File: src/rtl/gray_arb_pkg.sv
// Shared types and helpers for the round-robin Gray-encoder arbiter.
package gray_arb_pkg;

  // Bits needed to index n items (minimum 1).
  function automatic int unsigned clog2(input int unsigned n);
    int unsigned r;
    r = 1;
    for (int unsigned i = 1; i < 32; i++) begin
      if ((32'd1 << i) < n) r = i + 1;
    end
    return r;
  endfunction

  // Reset value of the last-grant pointer, so requester 0 wins first.
  function automatic int unsigned rst_ptr(input int unsigned n_req);
    return n_req - 1;
  endfunction

  typedef enum logic {
    ST_EMPTY = 1'b0,
    ST_FULL  = 1'b1
  } out_state_t;

endpackage

File: src/rtl/gray_enc.sv
// Purely combinational binary-to-Gray encoder.
module gray_enc #(
  parameter int unsigned WIDTH = 8
) (
  input  logic [WIDTH-1:0] bin,
  output logic [WIDTH-1:0] gray
);

  assign gray = bin ^ (bin >> 1);

endmodule

File: src/rtl/gray_conv_arbiter.sv
// Round-robin arbiter sharing one binary-to-Gray encoder among N_REQ requesters.
// Optional per-requester saturating grant counters under GRAY_ARB_STATS_EN.
module gray_conv_arbiter
  import gray_arb_pkg::*;
#(
  parameter  int unsigned N_REQ = 4,
  parameter  int unsigned WIDTH = 8,
  localparam int unsigned ID_W  = clog2(N_REQ)
) (
  input  logic                     clk,
  input  logic                     rst,
  input  logic [N_REQ-1:0]         req_valid,
  input  logic [N_REQ*WIDTH-1:0]   req_data,
  output logic [N_REQ-1:0]         req_ready,
  output logic                     out_valid,
  input  logic                     out_ready,
  output logic [WIDTH-1:0]         out_gray,
  output logic [ID_W-1:0]          out_id,
  output logic                     busy
`ifdef GRAY_ARB_STATS_EN
  ,
  output logic [N_REQ*8-1:0]       grant_cnt
`endif
);

  localparam int unsigned RST_PTR = rst_ptr(N_REQ);

  out_state_t       state;
  logic [ID_W-1:0]  last;
  logic [ID_W-1:0]  grant_idx;
  logic             grant_any;
  logic             can_accept;
  logic             transfer;
  logic [WIDTH-1:0] lane [N_REQ];
  logic [WIDTH-1:0] sel_data;
  logic [WIDTH-1:0] sel_gray;

  for (genvar g = 0; g < N_REQ; g++) begin : g_lane
    assign lane[g] = req_data[g*WIDTH +: WIDTH];
  end

  // Scan last+1, last+2, ... modulo N_REQ; first valid requester wins.
  always_comb begin
    int unsigned idx;
    idx       = 0;
    grant_any = 1'b0;
    grant_idx = '0;
    for (int unsigned k = 1; k <= N_REQ; k++) begin
      idx = 32'(last) + k;
      if (idx >= N_REQ) idx = idx - N_REQ;
      if (!grant_any && req_valid[ID_W'(idx)]) begin
        grant_any = 1'b1;
        grant_idx = ID_W'(idx);
      end
    end
  end

  assign out_valid  = (state == ST_FULL);
  assign can_accept = !out_valid || out_ready;
  // Gate with rst: the async reset empties the register, which would otherwise open can_accept.
  assign transfer   = grant_any && can_accept && !rst;
  assign req_ready  = transfer ? (N_REQ'(1) << grant_idx) : '0;
  assign busy       = (|req_valid) || out_valid;

  assign sel_data = lane[grant_idx];

  gray_enc #(.WIDTH(WIDTH)) u_gray_enc (
    .bin  (sel_data),
    .gray (sel_gray)
  );

  // One-entry output register and its EMPTY/FULL state.
  always_ff @(posedge clk or posedge rst) begin
    if (rst) begin
      state    <= ST_EMPTY;
      out_gray <= '0;
      out_id   <= '0;
      last     <= ID_W'(RST_PTR);
    end else begin
      if (transfer) begin
        out_gray <= sel_gray;
        out_id   <= grant_idx;
        last     <= grant_idx;
      end
      case (state)
        ST_EMPTY: if (transfer) state <= ST_FULL;
        ST_FULL:  if (out_ready && !transfer) state <= ST_EMPTY;
        default:  state <= ST_EMPTY;
      endcase
    end
  end

`ifdef GRAY_ARB_STATS_EN
  // Per-requester transfer counts, saturating at 8'hFF.
  always_ff @(posedge clk or posedge rst) begin
    if (rst) begin
      grant_cnt <= '0;
    end else if (transfer) begin
      for (int unsigned i = 0; i < N_REQ; i++) begin
        if (grant_idx == ID_W'(i) && grant_cnt[i*8 +: 8] != 8'hFF)
          grant_cnt[i*8 +: 8] <= grant_cnt[i*8 +: 8] + 8'd1;
      end
    end
  end
`endif

endmodule

File: config.mk
export PLATFORM = sky130hd
export DESIGN_NAME = gray_conv_arbiter
export DESIGN_NICKNAME = d
export VERILOG_FILES = /design/src/rtl/gray_arb_pkg.sv /design/src/rtl/gray_enc.sv /design/src/rtl/gray_conv_arbiter.sv
export SDC_FILE = /design/constraint.sdc
export NUM_CORES = 1
export LEC_CHECK = 0
export BUFFER_PORTS_ARGS = -buffer_cell sky130_fd_sc_hd__buf_2
export CAP_MARGIN = 40
export CORE_MARGIN = 2
export CORE_UTILIZATION = 30
export CTS_BUF_LIST = sky130_fd_sc_hd__clkbuf_16
export CTS_CLUSTER_SIZE = 28
export DETAILED_ROUTE_END_ITERATION = 12
export GPL_ROUTABILITY_DRIVEN = 0
export PLACE_DENSITY = 0.68
export SLEW_MARGIN = 20
export SYNTH_ARGS = -nofsm -noshare
export SYNTH_HDL_FRONTEND = slang
export SYNTH_SLANG_ARGS = --single-unit
File: constraint.sdc
create_clock -name clk -period 1.8 [get_ports clk]
set_input_delay 0.18 -clock clk [delete_from_list [all_inputs] [get_ports clk]]
set_output_delay 0.18 -clock clk [all_outputs]
set_load 0.05 [all_outputs]
==> results.ini, run 1 <==
[worst_setup_path]
rrSetupSlack_ns=-0.05
r2r-end=out_gray[0]$_DFFE_PP0P_
crit_slowest_cell=dfstp_2
ff2ff_path_depth=8
cp-startpoint=last[1]$_DFFE_PP1P_
crit_family=flip-flops
r2r-start=last[1]$_DFFE_PP1P_
critical_path_required_ns=1.62
path_cells=mux2i_4 > a2bb2oi_4 > nand2_4 > nor3_4 > buf_6
cp.arrival_ns=1.78
crit_buf_inv=1
critical-path-max-stage-delay_ns=0.59
crit_type=register to output pin
worstPathMaxFanout=5
start_kind=register
critPathCaptureType=output pin

[detailed_routing]
drt-wirelength-per-cell_um=13.41
drt_pass1_iterations=4
drt_iter0_markers=35
vias=1228
drc=0
ant_nets=0
routed_wl_um=3406
viasPerCell=4.835

[grt]
grt_max_degree=16
grt_usage_pct=15.67
grt_busiest_layer=met2
met3_usage_pct=1.541
grt_pass1_vias=1150
antenna_found_initial=0
grtUsageMet2_pct=23.48
grt-ovfl-total=0
grt_pass1_wl_um=5292
grt_use_met1_pct=22.84

[sta]
post-route-min-period_ns=1.957
fmax_mhz=511.1
clock_skew_ns=0.001776
post-route-period-util_pct=108.7
slew_violations=0
rsz0062_at_grt=true
hold_ws_ns=-0.004119
finalHoldViolCount=11
worst_slack_ns=-0.1566
report.final.setup_viol=10
tightest_slew_ns=0.5241
relSlewSlack_pct=65.02
tns_ns=-0.6444

[power_and_ir_drop]
irDropWorstVdd_uv=404.2
p_sw_share_pct=44.51
p_seq_share_pct=21.9
power_density_nw_per_um2=1093
p_comb_share_pct=57.9
pwr-share-clk_pct=20.2
p_int_mw=1.142
p_leak_nw=0.7999
p_switching_mw=0.9159

[synth]
synth_cell_types=35
synthArstFlopShare_pct=100.0
synth-main-ff-cell=dfrtp_1
synth.avg_cell_area_um2=8.390
synth-seq-cells=13
ys.warnings.count=0
syn_area_um2=1141
synthCells=136
synth-edff-count=0
synth-seq-area-share_pct=28.73
syn_nets=175

[final_layout]
regArea_um2=329.1
fillCellCount=353
layout_commonest_cell=buf_2
diodes=0
most-common-layout-cells=buf_2, xnor2_1, nand3_1, buf_4, nor2_1
drive_gt1_share_pct=51.94
nets=246
multi_input_area_um2=935.9
syn_to_final_growth_pct=64.91

[clock_network]
cts_hold_buf=0
numCtsBuffers=3
root_buffer=clkbuf_16
htree_levels=1
worstSkewPairLatency_ns=0.24
cts_buffer_depth=2
cts.clk_slew.worst_paths_ns=0.05
cts_tree=built
clock_sinks=13

[flow_run]
cap_viol_max_count=0

[die]
dieArea_um2=4313
io_pins=55
core-area_um2=3661
initial_core_util_pct=31.17
rows=22
die_x_um=65.68
die_y_um=65.68

[outcome]
violations=hold timing, setup timing
status=complete, but fails checks

[placed_design]
portBuffers=54
dp_hpwl_um=2547

[hold_path]
hp-class=input port to asynchronous set/reset pin

-- metrics by stage --
step | instance area (um2) | utilization, % | power (mW) | setup WS [ns] | std cells
after floorplan | 1237 | - | 1.189 | -0.2423 | 136
after global placement | 1610 | 43.99 | 1.440 | 0.001522 | 244
after detailed placement | 1610 | 43.99 | 1.448 | -0.01635 | 244
after CTS | 1755 | 47.95 | 1.928 | -0.1586 | 252
after global routing | 1882 | 51.40 | 2.166 | -0.2291 | 254
final | 1882 | 51.40 | 2.057 | -0.1566 | 254
-- final cells by class --
| type | instances | share of cell area [%] |
|---|---|---|
| clock buffers | 3 | 3.989 |
| clock inverters | 1 | 0.1995 |
| well taps | 48 | 3.191 |
| inverters | 3 | 0.5984 |
| flip-flops and latches | 13 | 17.49 |
| repair buffers | 72 | 24.80 |
| multi-input cells | 114 | 49.73 |
-- sequential cells by signal, summed over array words and instances (netlist names) --
| register | count |
|---|---|
| out_gray | 8 |
| last | 2 |
| out_id | 2 |
| out_valid | 1 |
-- worst reg2reg max path, cell delays in order, from the launching register on --
cell	delay [ns]
dfstp_2	0.59
mux2i_4	0.31
o2bb2ai_4	0.11
nor2_4	0.12
buf_8	0.14
buf_12	0.10
buf_12	0.13
o21ai_2	0.08
a211oi_2	0.20
-- cell families (layout without fill, tap and decap cells) --
logic type / count (synthesis) / count (layout) / synth area share [%]
buffers and inverters: 9 / 79 / 4.276
multiplexers: 2 / 2 / 2.521
AND/OR/NAND/NOR: 42 / 42 / 18.31
AO/OA/AOI/OAI: 42 / 42 / 24.67
flip-flops: 13 / 13 / 28.73
XOR/XNOR: 28 / 28 / 21.49
-- synth_stat cells (2+ instances only) --
cell | instances | area, um2
xnor2_1 | 21 | 183.9
nand3_1 | 15 | 75.07
o21ai_0 | 14 | 70.07
nor2_1 | 13 | 48.80
dfrtp_1 | 11 | 275.3
a21oi_1 | 10 | 50.05
a211oi_1 | 7 | 52.55
xor2_1 | 7 | 61.31
nand2_1 | 4 | 15.01
buf_2 | 3 | 15.01
inv_1 | 3 | 11.26
dfstp_2 | 2 | 52.55
nor3_1 | 2 | 10.01
o21ai_1 | 2 | 10.01
o21bai_1 | 2 | 15.01
-- power by group through the flow --
stage               Combinational [mW]  Clock, mW  Sequential [mW]
floorplan                        0.476          0            0.713
global placement                 0.982          0            0.458
detailed placement               0.986          0            0.462
CTS                               1.05      0.425            0.449
global route                      1.27      0.438            0.462
finish                            1.19      0.416            0.450
-- per-layer routing --
layer,wire (um),vias up
li1,-,621
met1,1558,554
met2,1618,49
met3,188,4
met4,41,0
met5,0,-
-- worst max path at each step --
stage,endpoint,cells past startpoint
4_1_cts,req_ready[0],5
3_5_place_dp,req_ready[0],5
5_1_grt,req_ready[0],5
2_1_floorplan,req_ready[0],6
6_report,req_ready[0],5
3_3_place_gp,req_ready[0],5
-- repair_timing --
action	CTS	global route
endpoints found under the setup margin	5	12
pin swaps	10	13
resized for setup	11	26
buffers inserted	4	2
gates cloned	0	0
(Power assumes the default switching activity.)
==> run 2: changes to the inputs <==
--- a/config.mk
+++ b/config.mk
@@ -13,7 +13,7 @@
 export CTS_CLUSTER_SIZE = 28
 export DETAILED_ROUTE_END_ITERATION = 12
 export GPL_ROUTABILITY_DRIVEN = 0
-export PLACE_DENSITY = 0.68
+export PLACE_DENSITY = 0.66
 export SLEW_MARGIN = 20
 export SYNTH_ARGS = -nofsm -noshare
 export SYNTH_HDL_FRONTEND = slang
==> constraint.sdc (replaced) <==
create_clock -name clk -period 2.1 [get_ports clk]
set_input_delay 0.21 -clock clk [delete_from_list [all_inputs] [get_ports clk]]
set_output_delay 0.21 -clock clk [all_outputs]
set_load 0.05 [all_outputs]
==> results.ini, run 2 (synthesis results as in run 1) <==
[sta]
tightest_slew_ns=0.5573
fmax_mhz=495.5
rsz0062_at_grt=false
hold_ws_ns=0.01784
finalHoldViolCount=0
clock_skew_ns=0.004647
report.final.setup_viol=0
post-route-min-period_ns=2.018
relSlewSlack_pct=62.71
post-route-period-util_pct=96.11
slew_violations=0
tns_ns=0

[die]
die_x_um=65.68
die_y_um=65.68
io_pins=55
core-area_um2=3661
rows=22
initial_core_util_pct=31.17
dieArea_um2=4313

[clock_network]
cts_hold_buf=0
post_cts.repair.setup_buffers=0
worstSkewPairLatency_ns=0.24
htree_levels=1
cts_tree=built
cts.clk_slew.worst_paths_ns=0.05
ctsResizeCount=0
clock_sinks=13
cts_buffer_depth=2
root_buffer=clkbuf_16
numCtsBuffers=3

[worst_setup_path]
crit_type=register to output pin
start_kind=register
critPathCaptureType=output pin
cp.arrival_ns=1.81
critical_path_required_ns=1.89
worstPathMaxFanout=6

[power_and_ir_drop]
p_leak_nw=0.6960
p_sw_share_pct=44.63
p_switching_mw=0.6821
p_comb_share_pct=51.7
pwr-share-clk_pct=23.0
p_int_mw=0.8462
irDropWorstVdd_uv=263.0
power_density_nw_per_um2=955.0
p_seq_share_pct=25.3

[outcome]
status=completed

[grt]
grt_pass1_wl_um=4988
grt_usage_pct=14.90
grt-ovfl-total=0
antenna_found_initial=0
grt_pass1_vias=1090
grt_max_degree=16

[detailed_routing]
vias=1157
drt_iter0_markers=42
drt_pass1_iterations=4
drt-wirelength-per-cell_um=12.24
viasPerCell=4.761
ant_nets=0
drc=0
routed_wl_um=2975

[final_layout]
largest_registers=out_gray x8, last x2, out_id x2
largest_register_ffs=8
layout_commonest_cell=buf_2
most-common-layout-cells=buf_2, xnor2_1, nand3_1, o21ai_0
drive_gt1_share_pct=40.00
syn_to_final_growth_pct=40.24
diodes=0
fillCellCount=363
regMostFlops=out_gray
nets=235

[hold_path]
hp-class=input port to asynchronous set/reset pin

[placed_design]
dp_hpwl_um=2432
portBuffers=54

[flow_run]
cap_viol_max_count=0

run 2: per-layer routing:
layer	wire, um	GRT usage [%]	up-vias
met5	0	0	-
met4	31	6.250	0
met3	223	1.541	2
met2	1280	22.22	42
met1	1440	21.67	517
li1	-	-	596
run 2: metrics by stage:
stage / cell area (um2) / utilization (%) / std cells / setup WS (ns) / power (mW)
2_1_floorplan: 1156 / - / 136 / -0.2339 / 0.9532
3_3_place_gp: 1501 / 41.01 / 239 / 0.2316 / 1.158
3_5_place_dp: 1501 / 41.01 / 239 / 0.1995 / 1.168
4_1_cts: 1580 / 43.16 / 243 / 0.009114 / 1.525
5_1_grt: 1600 / 43.71 / 243 / 0.006466 / 1.625
6_report: 1600 / 43.71 / 243 / 0.08178 / 1.528
run 2: worst paths after layout:
| path | cells past startpoint | slack, ns | start | to |
|---|---|---|---|---|
| setup / recovery | 5 | 0.08 | last[1]$_DFFE_PP1P_ | req_ready[2] |
| hold / removal | 2 | 0.02 | rst | out_valid$_DFF_PP0_ |
| setup reg to reg | 5 | 0.23 | last[1]$_DFFE_PP1P_ | out_gray[7]$_DFFE_PP0P_ |
| hold reg to reg | 2 | 0.48 | out_id[1]$_DFFE_PP0P_ | out_id[1]$_DFFE_PP0P_ |
| max in group asynchronous | 2 | 1.73 | rst | last[0]$_DFFE_PP1P_ |
| min in group clk | 2 | 0.18 | rst | out_valid$_DFF_PP0_ |
run 2: power by group through the flow:
stage / sequential, mW / combinational (mW) / clock [mW]
floorplan: 0.609 / 0.344 / 0
global placement: 0.387 / 0.771 / 0
detailed placement: 0.391 / 0.777 / 0
CTS: 0.387 / 0.778 / 0.360
global route: 0.397 / 0.851 / 0.376
finish: 0.387 / 0.790 / 0.352
run 2: final cells by class:
cell class              instances  area, um2  area share, %
well taps                      48      60.06          3.753
clock inverters                 1      3.754         0.2346
inverters                       3      11.26         0.7037
flip-flops and latches         13      327.8          20.48
repair buffers                 61      329.1          20.56
multi-input cells             114      793.3          49.57
clock buffers                   3      75.07          4.691
run 2: critical path, cell delays in order (launching register included):
cell and delay, ns:
dfstp_2 0.59, mux2i_4 0.29, a2bb2oi_2 0.18, nand2_1 0.13, nor2_2 0.12, buf_2 0.26
==> run 3: changes to the inputs <==
--- a/config.mk
+++ b/config.mk
@@ -5,6 +5,7 @@
 export SDC_FILE = /design/constraint.sdc
 export NUM_CORES = 1
 export LEC_CHECK = 0
+export ABC_AREA = 1
 export BUFFER_PORTS_ARGS = -buffer_cell sky130_fd_sc_hd__buf_2
 export CAP_MARGIN = 40
 export CORE_MARGIN = 2
@@ -13,7 +14,7 @@
 export CTS_CLUSTER_SIZE = 28
 export DETAILED_ROUTE_END_ITERATION = 12
 export GPL_ROUTABILITY_DRIVEN = 0
-export PLACE_DENSITY = 0.66
+export PLACE_DENSITY = 0.65
 export SLEW_MARGIN = 20
 export SYNTH_ARGS = -nofsm -noshare
 export SYNTH_HDL_FRONTEND = slang
==> results.ini, run 3 <==
[outcome]
status=complete, but fails checks
violations=setup timing

[final_layout]
multi_input_area_um2=894.6
regArea_um2=327.8
largest_registers=out_gray x8, last x2, out_id x2
syn_to_final_growth_pct=56.31
regMostFlops=out_gray
largest_register_ffs=8
post-route-cell-area_um2=1983
diodes=0
most-common-layout-cells=nand2_1, buf_2, nand2_2, inv_1, nand3_1
layout_commonest_cell=nand2_1
fillCellCount=424
drive_gt1_share_pct=45.55
nets=332

[worst_setup_path]
rrSetupSlack_ns=-0.03
ff2ff_path_depth=15
path_cells=buf_4 > nand2_1 > nand2_2 > nand2_2 > nand2_2 > inv_2 > buf_4 > nand3_4 > nand2_4 > inv_6 > nand2_4 > nor2_4 > buf_8
cp.arrival_ns=2.04
r2r-end=out_gray[0]$_DFFE_PP0P_
r2r-start=last[0]$_DFFE_PP1P_
start_kind=register
crit_family=simple AND/OR/NAND/NOR gates
crit_slowest_cell=dfstp_2
worstPathMaxFanout=7
critPathCaptureType=output pin
crit_type=register to output pin
critical-path-max-stage-delay_ns=0.60
path_common_cell=nand2_2
critical_path_required_ns=1.89
crit_buf_inv=5

[hold_path]
hp-class=input port to asynchronous set/reset pin

[sta]
fmax_mhz=444.1
worst_slack_ns=-0.1517
finalHoldViolCount=0
post-route-period-util_pct=107.2
rsz0062_at_grt=true
tightest_slew_ns=0.3875
post-route-min-period_ns=2.252
report.final.setup_viol=10
clock_skew_ns=0.001488
relSlewSlack_pct=74.07
slew_violations=0

[synth]
yosysMostFrequentCell=nand2_1
synthAdderAreaFrac_pct=0
synth_area_leaders=nand2_1, dfrtp_1, nand3_1, inv_1, nand3b_1
synthMuxAreaShare_pct=0
syn_nets=258
synth_top_cell_by_area=nand2_1
synth-seq-cells=13
syn_area_um2=1269
synth_common_cells=nand2_1, inv_1, nand3_1, dfrtp_1, nand3b_1
synth_xor_area_share_pct=0
synthArstFlopShare_pct=100.0
synth_cell_types=23
synthCells=219
synth_top_area_share_pct=32.84
synth-seq-area-share_pct=25.84
synth-edff-count=0
synth_compound_area_share_pct=2.860
synth_top_family_by_area=simple AND/OR/NAND/NOR gates
synth-main-ff-cell=dfrtp_1
synth-simple-area-share_pct=58.48
ys.warnings.count=0
synth.avg_cell_area_um2=5.793

[detailed_routing]
routed_wl_um=3609
vias=1515
drt-wirelength-per-cell_um=10.55
viasPerCell=4.430
drc=0
ant_nets=0
drt_iter0_markers=42
drt_pass1_iterations=4

[die]
io_pins=55
core-area_um2=4029
dieArea_um2=4765
initial_core_util_pct=31.49
die_x_um=69.03
die_y_um=69.03
rows=23

[clock_network]
worstSkewPairLatency_ns=0.24
cts_tree=built
cts_buffer_depth=2
cts.clk_slew.worst_paths_ns=0.04
numCtsBuffers=3
htree_levels=1
cts_hold_buf=0
root_buffer=clkbuf_16
clock_sinks=13

[grt]
antenna_found_initial=0
grt_usage_pct=15.74
grt_max_degree=17
grt_pass1_wl_um=6237
grt_pass1_vias=1436
grt-ovfl-total=0

[placed_design]
placed_area_um2=1677
dp_hpwl_um=2729
portBuffers=54
pre_cts_ws_ns=-0.02047

[flow_run]
cap_viol_max_count=0

==> run 3: cell types whose count changed in the layout (fill, tap and decap cells not counted), moves of 9 or more <==
| cell | before | now |
|---|---|---|
| nand2_2 | 0 | 26 |
| inv_2 | 0 | 9 |
| inv_1 | 4 | 19 |
| xnor2_1 | 21 | 0 |
| nand3b_1 | 1 | 10 |
| o21ai_0 | 14 | 4 |
| nand2_1 | 4 | 91 |
| a21oi_1 | 10 | 0 |
| buf_4 | 6 | 15 |
==> run 3: metal layers <==
| metal | up-vias | GRT usage (%) | part of all wire (%) |
|---|---|---|---|
| li1 | 816 | - | - |
| met1 | 650 | 20.72 | 45 |
| met2 | 43 | 25.64 | 49 |
| met3 | 6 | 2.047 | 4.7 |
| met4 | 0 | 6.972 | 1.6 |
| met5 | - | 0 | 0 |
==> run 3: how the worst max path moves through the flow <==
| stage | cells past startpoint | end | slack [ns] | start |
|---|---|---|---|---|
| after floorplan | 12 | req_ready[0] | 0.007 | last[0]$_DFFE_PP1P_ |
| after global placement | 11 | req_ready[1] | 0.03 | last[0]$_DFFE_PP1P_ |
| after detailed placement | 11 | req_ready[2] | -0.02 | last[0]$_DFFE_PP1P_ |
| after CTS | 11 | req_ready[2] | -0.18 | last[0]$_DFFE_PP1P_ |
| after global routing | 11 | req_ready[2] | -0.27 | last[1]$_DFFE_PP1P_ |
| final | 13 | req_ready[1] | -0.15 | last[0]$_DFFE_PP1P_ |
==> run 3: cells by family after synthesis <==
family,after synthesis
compound gates,6
buf+inv,36
flops,13
simple gates,164
==> run 3: layout make-up <==
type | count | area share [%]
clock buffers | 3 | 3.785
clock inverters | 1 | 0.1893
inverters | 29 | 5.868
multi-input cells | 170 | 45.11
flip-flops and latches | 13 | 16.53
well taps | 50 | 3.155
repair buffers | 76 | 25.36
==> run 3: metrics by stage <==
stage,hold slack [ns],std cells,utilization [%],TNS (ns)
after detailed placement,0.2810,328,41.61,-0.02047
after CTS,0.03317,340,46.96,-0.7685
final,0.01971,342,49.22,-0.7273
after global routing,0.04185,342,49.22,-2.518
after floorplan,0.09372,219,-,0
after global placement,0.2846,328,41.61,0
==> run 3: tightest hold or removal path: stages <==
cell and delay (ns):
buf_2 0.10, inv_1 0.08, buf_4 0.22
==> run 3: timing repair <==
item	4_1_cts	5_1_grt
cloned	0	0
gates resized for setup	24	21
setup endpoints to repair	4	12
buffers inserted	8	2
pin swaps	6	8
Power of run 3 is not shown: default switching activity piles up to over one toggle a cycle in this logic, so the estimate is an artifact.
